**config.mk**
```make
export PLATFORM = sky130hd
export DESIGN_NAME = if_prefetch
export DESIGN_NICKNAME = d
export VERILOG_FILES = /design/src/rtl/if_prefetch_pkg.sv /design/src/rtl/if_prefetch_inst_queue.sv /design/src/rtl/if_prefetch.sv
export SDC_FILE = /design/constraint.sdc
export NUM_CORES = 1
export LEC_CHECK = 0
export ABC_AREA = 1
export BUFFER_PORTS_ARGS = -buffer_cell sky130_fd_sc_hd__clkbuf_2
export CAP_MARGIN = 5
export CELL_PAD_IN_SITES_DETAIL_PLACEMENT = 0
export CELL_PAD_IN_SITES_GLOBAL_PLACEMENT = 1
export CORE_MARGIN = 10
export CORE_UTILIZATION = 25
export CTS_BUF_LIST = sky130_fd_sc_hd__clkbuf_2 sky130_fd_sc_hd__clkbuf_4 sky130_fd_sc_hd__clkbuf_8
export CTS_CLUSTER_DIAMETER = 120
export CTS_CLUSTER_SIZE = 16
export DETAILED_ROUTE_END_ITERATION = 10
export PLACE_DENSITY = 0.51
export RECOVER_POWER = 25
export SETUP_SLACK_MARGIN = 0.02
export SLEW_MARGIN = 10
export SYNTH_ARGS = -nofsm -noshare
export SYNTH_HDL_FRONTEND = slang
export SYNTH_HIERARCHICAL = 1
export SYNTH_SLANG_ARGS = --single-unit
export TNS_END_PERCENT = 30
```
**constraint.sdc**
```tcl
create_clock -name clk -period 5.1 [get_ports clk]
set_clock_uncertainty 0.1 [all_clocks]
set_input_delay 0 -clock clk [delete_from_list [all_inputs] [get_ports clk]]
set_output_delay 0 -clock clk [all_outputs]
set_load 0.005 [all_outputs]
```
**src/rtl/if_prefetch_pkg.sv**
```systemverilog
// Shared types for the instruction-fetch prefetch unit: FSM state encoding,
// fetch granularity and the default-width fetch-entry record.
package if_pkg;

    typedef enum logic [1:0] {
        IDLE,
        WAIT,
        DROP
    } fetch_state_t;

    localparam int unsigned INST_BYTES = 4;
    localparam int unsigned DEF_ADDR_W = 32;
    localparam int unsigned DEF_INST_W = 32;

    typedef struct packed {
        logic [DEF_ADDR_W-1:0] pc;
        logic [DEF_INST_W-1:0] inst;
    } fetch_entry_t;

endpackage

```
**src/rtl/if_prefetch_inst_queue.sv**
```systemverilog
// Synchronous DEPTH-entry FIFO of fetch entries with single-cycle flush.
// The head entry is read straight from the storage registers.
module inst_queue #(
    parameter int unsigned WIDTH = 64,
    parameter int unsigned DEPTH = 4,
    parameter int unsigned CNT_W = $clog2(DEPTH) + 1
) (
    input  logic             clk,
    input  logic             rst,
    input  logic             flush,
    input  logic             push,
    input  logic [WIDTH-1:0] push_data,
    input  logic             pop,
    output logic [WIDTH-1:0] head_data,
    output logic [CNT_W-1:0] count
);

    localparam int unsigned PTR_W = $clog2(DEPTH);

    logic [WIDTH-1:0] mem [DEPTH];
    logic [PTR_W-1:0] wr_ptr;
    logic [PTR_W-1:0] rd_ptr;

    assign head_data = mem[rd_ptr];

    always_ff @(posedge clk) begin
        if (push && !flush && !rst) begin
            mem[wr_ptr] <= push_data;
        end
    end

    // Pointers wrap naturally because DEPTH is a power of two.
    always_ff @(posedge clk) begin
        if (rst || flush) begin
            wr_ptr <= '0;
            rd_ptr <= '0;
            count  <= '0;
        end else begin
            if (push) begin
                wr_ptr <= wr_ptr + 1'b1;
            end
            if (pop) begin
                rd_ptr <= rd_ptr + 1'b1;
            end
            case ({push, pop})
                2'b10:   count <= count + 1'b1;
                2'b01:   count <= count - 1'b1;
                default: count <= count;
            endcase
        end
    end

endmodule

```
**src/rtl/if_prefetch.sv**
```systemverilog
// Instruction-fetch prefetch unit: single-outstanding memory requests feeding
// a DEPTH-entry queue toward IF/ID, with redirect flush and response drop.
module if_prefetch
    import if_pkg::*;
#(
    parameter int unsigned       ADDR_W   = 32,
    parameter int unsigned       INST_W   = 32,
    parameter int unsigned       DEPTH    = 4,
    parameter logic [ADDR_W-1:0] RESET_PC = '0
) (
    input  logic              clk,
    input  logic              rst,
    input  logic              redirect_valid,
    input  logic [ADDR_W-1:0] redirect_pc,
    output logic              mem_req,
    output logic [ADDR_W-1:0] mem_addr,
    input  logic              mem_gnt,
    input  logic              mem_rvalid,
    input  logic [INST_W-1:0] mem_rdata,
    output logic              id_valid,
    output logic [INST_W-1:0] id_inst,
    output logic [ADDR_W-1:0] id_pc,
    input  logic              id_ready,
    output logic              if_stall
);

    localparam int unsigned CNT_W = $clog2(DEPTH) + 1;

    typedef struct packed {
        logic [ADDR_W-1:0] pc;
        logic [INST_W-1:0] inst;
    } entry_t;

    fetch_state_t      state;
    fetch_state_t      state_nxt;
    logic [ADDR_W-1:0] fetch_pc;
    logic [ADDR_W-1:0] req_pc;
    logic [CNT_W-1:0]  count;
    logic              has_room;
    logic              push;
    logic              pop;
    logic              grant;
    entry_t            head;
    entry_t            push_entry;
    logic [1:0]        unused_redirect_lsb;

    assign unused_redirect_lsb = redirect_pc[1:0];

    assign has_room = count < CNT_W'(DEPTH);
    assign mem_req  = (state == IDLE) && has_room && !redirect_valid && !rst;
    assign mem_addr = fetch_pc;
    assign grant    = mem_req && mem_gnt;

    assign id_valid = (count != '0) && !rst;
    assign id_inst  = id_valid ? head.inst : '0;
    assign id_pc    = id_valid ? head.pc   : '0;
    assign if_stall = !id_valid;

    // A redirect flushes the queue, so a pop in that cycle is meaningless.
    assign pop = id_valid && id_ready && !redirect_valid;

    assign push_entry.pc   = req_pc;
    assign push_entry.inst = mem_rdata;

    always_comb begin
        state_nxt = state;
        push      = 1'b0;
        case (state)
            IDLE: begin
                if (grant) begin
                    state_nxt = WAIT;
                end
            end
            WAIT: begin
                if (mem_rvalid) begin
                    state_nxt = IDLE;
                    push      = !redirect_valid;
                end else if (redirect_valid) begin
                    state_nxt = DROP;
                end
            end
            DROP: begin
                if (mem_rvalid) begin
                    state_nxt = IDLE;
                end
            end
            default: state_nxt = IDLE;
        endcase
    end

    always_ff @(posedge clk) begin
        if (rst) begin
            state    <= IDLE;
            fetch_pc <= RESET_PC;
            req_pc   <= '0;
        end else begin
            state <= state_nxt;
            if (redirect_valid) begin
                fetch_pc <= {redirect_pc[ADDR_W-1:2], 2'b00};
            end else if (push) begin
                fetch_pc <= fetch_pc + ADDR_W'(INST_BYTES);
            end
            if (grant) begin
                req_pc <= fetch_pc;
            end
        end
    end

    inst_queue #(
        .WIDTH($bits(entry_t)),
        .DEPTH(DEPTH),
        .CNT_W(CNT_W)
    ) u_queue (
        .clk      (clk),
        .rst      (rst),
        .flush    (redirect_valid),
        .push     (push),
        .push_data(push_entry),
        .pop      (pop),
        .head_data(head),
        .count    (count)
    );

endmodule
```
==> results.yml <==
critical_path:
  r2r_slack_ns: 2.16
  cp-start-kind: "flop"
  crit_chain: "inv_4, buf_4, nor2_1, o22ai_1, inv_1, nor2_1, clkbuf_2"
  crit_type: "flop to output port"
  cpMostUsedCell: "nor2_1"
  max_stage_delay_ns: 0.76
  worstPathRequired_ns: 5.00
  crit_family: "buffers and inverters"
  cp_slowest_cell: "inv_4"
  cp_max_fo: 93
  cp.buffers_inverters: 4
  cp.arrival_ns: 3.03
  end_kind: "output port"
route:
  drt_iter0_markers: 571
  ant_nets: 0
  drc: 0
  routed_wl_mm: 39.5
  num_vias: 9957
  viasPerCell: 4.38
  first_pass_iters: 5
  wl_per_cell_um: 17.4
die:
  rows: 85
  core-area_um2: 54100
  die_w_um: 255
  start_util_pct: 25.4
  io_pins: 169
  die_area_um2: 64900
  die_y_um: 255
grt:
  grt-ovfl-total: 0
  grt_pass1_vias: 10100
  grt_pass1_wl_mm: 60.9
  antenna_found_initial: 0
  grt_max_degree: 99
  grtUsageTotal_pct: 12.0
yosys:
  yosysMostFrequentCell: "nor2_1"
  synth_common_cells: "nor2_1, edfxtp_1, inv_1, nand2_1, o21ai_0"
  synth_ff_type: "edfxtp_1"
  synth.area.top_cells: "edfxtp_1, dfxtp_1, nor2_1"
  syn_area_um2: 13800
  synthCells: 1305
  avgSynthCellArea_um2: 10.6
  synth_edf_count: 256
  synthArstFlopShare_pct: 0
  ys_ff_latch: 327
  yosysSeqAreaShare_pct: 66.1
  yosysTopAreaCellShare_pct: 55.8
  yosysWarnings: 6
  yosysTopAreaCell: "edfxtp_1"
  ys_types: 40
sta:
  hold_ws_ns: 0.101
  finalCriticalPeriod_ns: 3.13
  hold_violations: 0
  drv_slew: 0
  fin_crit_sh_pct: 61.3
  max_slew_margin_pct: 29.1
  final.setup.tns_ns: 0
  rsz0062_at_grt: "false"
  fmax_mhz: 320
  setup_ws_ns: 1.97
  worst_pin_slew_ns: 1.06
  setup-violations-final: 0
power:
  leakage_nw: 6.42
  ir_worst_vdd_uv: 138
  power_mw: 4.62
  p_per_area_nw_per_um2: 275
placement:
  place.gp.congestion: 0.791
  dpl.hpwl_mm: 24.7
  placed_cells: 2115
  place_ws_ns: 1.99
  dpl_cell_area_um2: 15200
  io_buffers: 164
worst_hold_path:
  hold_class: "primary input to flop"
clock_network:
  root_buffer: "clkbuf_8"
  cts_resized: 0
  post_cts_buffers: 0
  clock-sinks: 327
  cts_tree: "built"
  htree_levels: 1
  clk_pin_slew_worst_paths_ns: 0.10
  ctsLongestPathBuffers: 3
  cts_buffers: 24
  cts_hold_buf: 112
  clk_latency_ns: 0.61
final_layout:
  syn2layout_area_growth_pct: 22.0
  final_util_pct: 31.0
  drive_gt1_share_pct: 14.9
  design_area_um2: 16800
  final-instance-count-excl-fill: 2272
  nets: 1634
run_status:
  outcome: "completed"
flow_run:
  max_cap_viol_count: 0
[layout by cell type, fill, tap and decap left out, types with 3 or more instances in the layout]
cell	instances
a21oi_1	32
a21oi_2	20
a31oi_1	7
buf_12	3
buf_4	9
clkbuf_1	32
clkbuf_2	132
clkbuf_4	18
clkbuf_8	25
conb_1	10
dfxtp_1	69
dlygate4sd3_1	112
edfxtp_1	256
ha_1	6
inv_1	129
inv_2	4
nand2_1	124
nand2_2	3
nand3_1	37
nand4_1	7
nor2_1	254
nor2_2	5
nor2_4	5
nor3_1	3
o21ai_0	107
o21ai_1	76
o22ai_1	64
xor2_1	7
[final timing paths]
kind,start,end,cells after the start
worst min-delay path,mem_rdata[30],u_queue/mem[3][30],2
worst max-delay path,flop,id_pc[21],7
worst max register to register,state[0],u_queue/count[2],13
worst min register to register,u_queue/rd_ptr[1],flop,1
[worst reg2reg max path: cells and delay by family, from the launching register on]
family | cells | cell delay [ns]
adder cells (fa/ha/maj) | 2 | 0.43
buffers and inverters | 5 | 1.17
flip-flops | 1 | 0.48
AND/OR/NAND/NOR | 6 | 0.69
[per-layer routing]
layer / GRT usage [%] / share of wire [%] / vias to the layer above / wire length [µm]
met4: 2.70 / 1.7 / 0 / 671
met1: 15.9 / 47 / 4778 / 18600
met3: 2.22 / 4.9 / 40 / 1930
met5: 0 / 0 / - / 0
li1: - / - / 4961 / -
met2: 20.1 / 46 / 178 / 18300
[cell families (layout without fill, tap and decap cells)]
family,count (synthesis),in the layout,synth area share [%]
XOR/XNOR,9,9,0.572
adder cells (fa/ha/maj),7,7,0.691
AND/OR/NAND/NOR,442,442,12.9
buffers and inverters,208,469,7.03
flip-flops,327,327,66.1
other,1,11,0.0272
AO/OA/AOI/OAI,311,311,12.6
[sequential cells by signal (all words and copies together) (netlist names), named ones only]
name,flops
state,2
u_queue/mem,256
req_pc,30
u_queue/rd_ptr,2
mem_addr,30
u_queue/count,3
u_queue/wr_ptr,2
[cell type report]
| class | instances | area, µm² |
|---|---|---|
| Clock buffer | 43 | 479 |
| Multi-Input combinational cell | 779 | 3770 |
| Sequential cell | 327 | 9110 |
| Inverter | 137 | 524 |
| Clock inverter | 1 | 11.3 |
| Tap cell | 696 | 871 |
| Timing Repair Buffer | 288 | 2030 |
| Antenna cell | 1 | 2.50 |
| Fill cell | 5642 | 37300 |
[where the power goes]
part           leakage, nW  total, mW  internal, mW  switching, mW
clock network        0.269       1.45         0.595          0.854
registers             2.95       2.94          2.89         0.0453
logic                 3.19      0.234         0.113          0.121
total                 6.42       4.62          3.60           1.02
(Power assumes the default switching activity.)
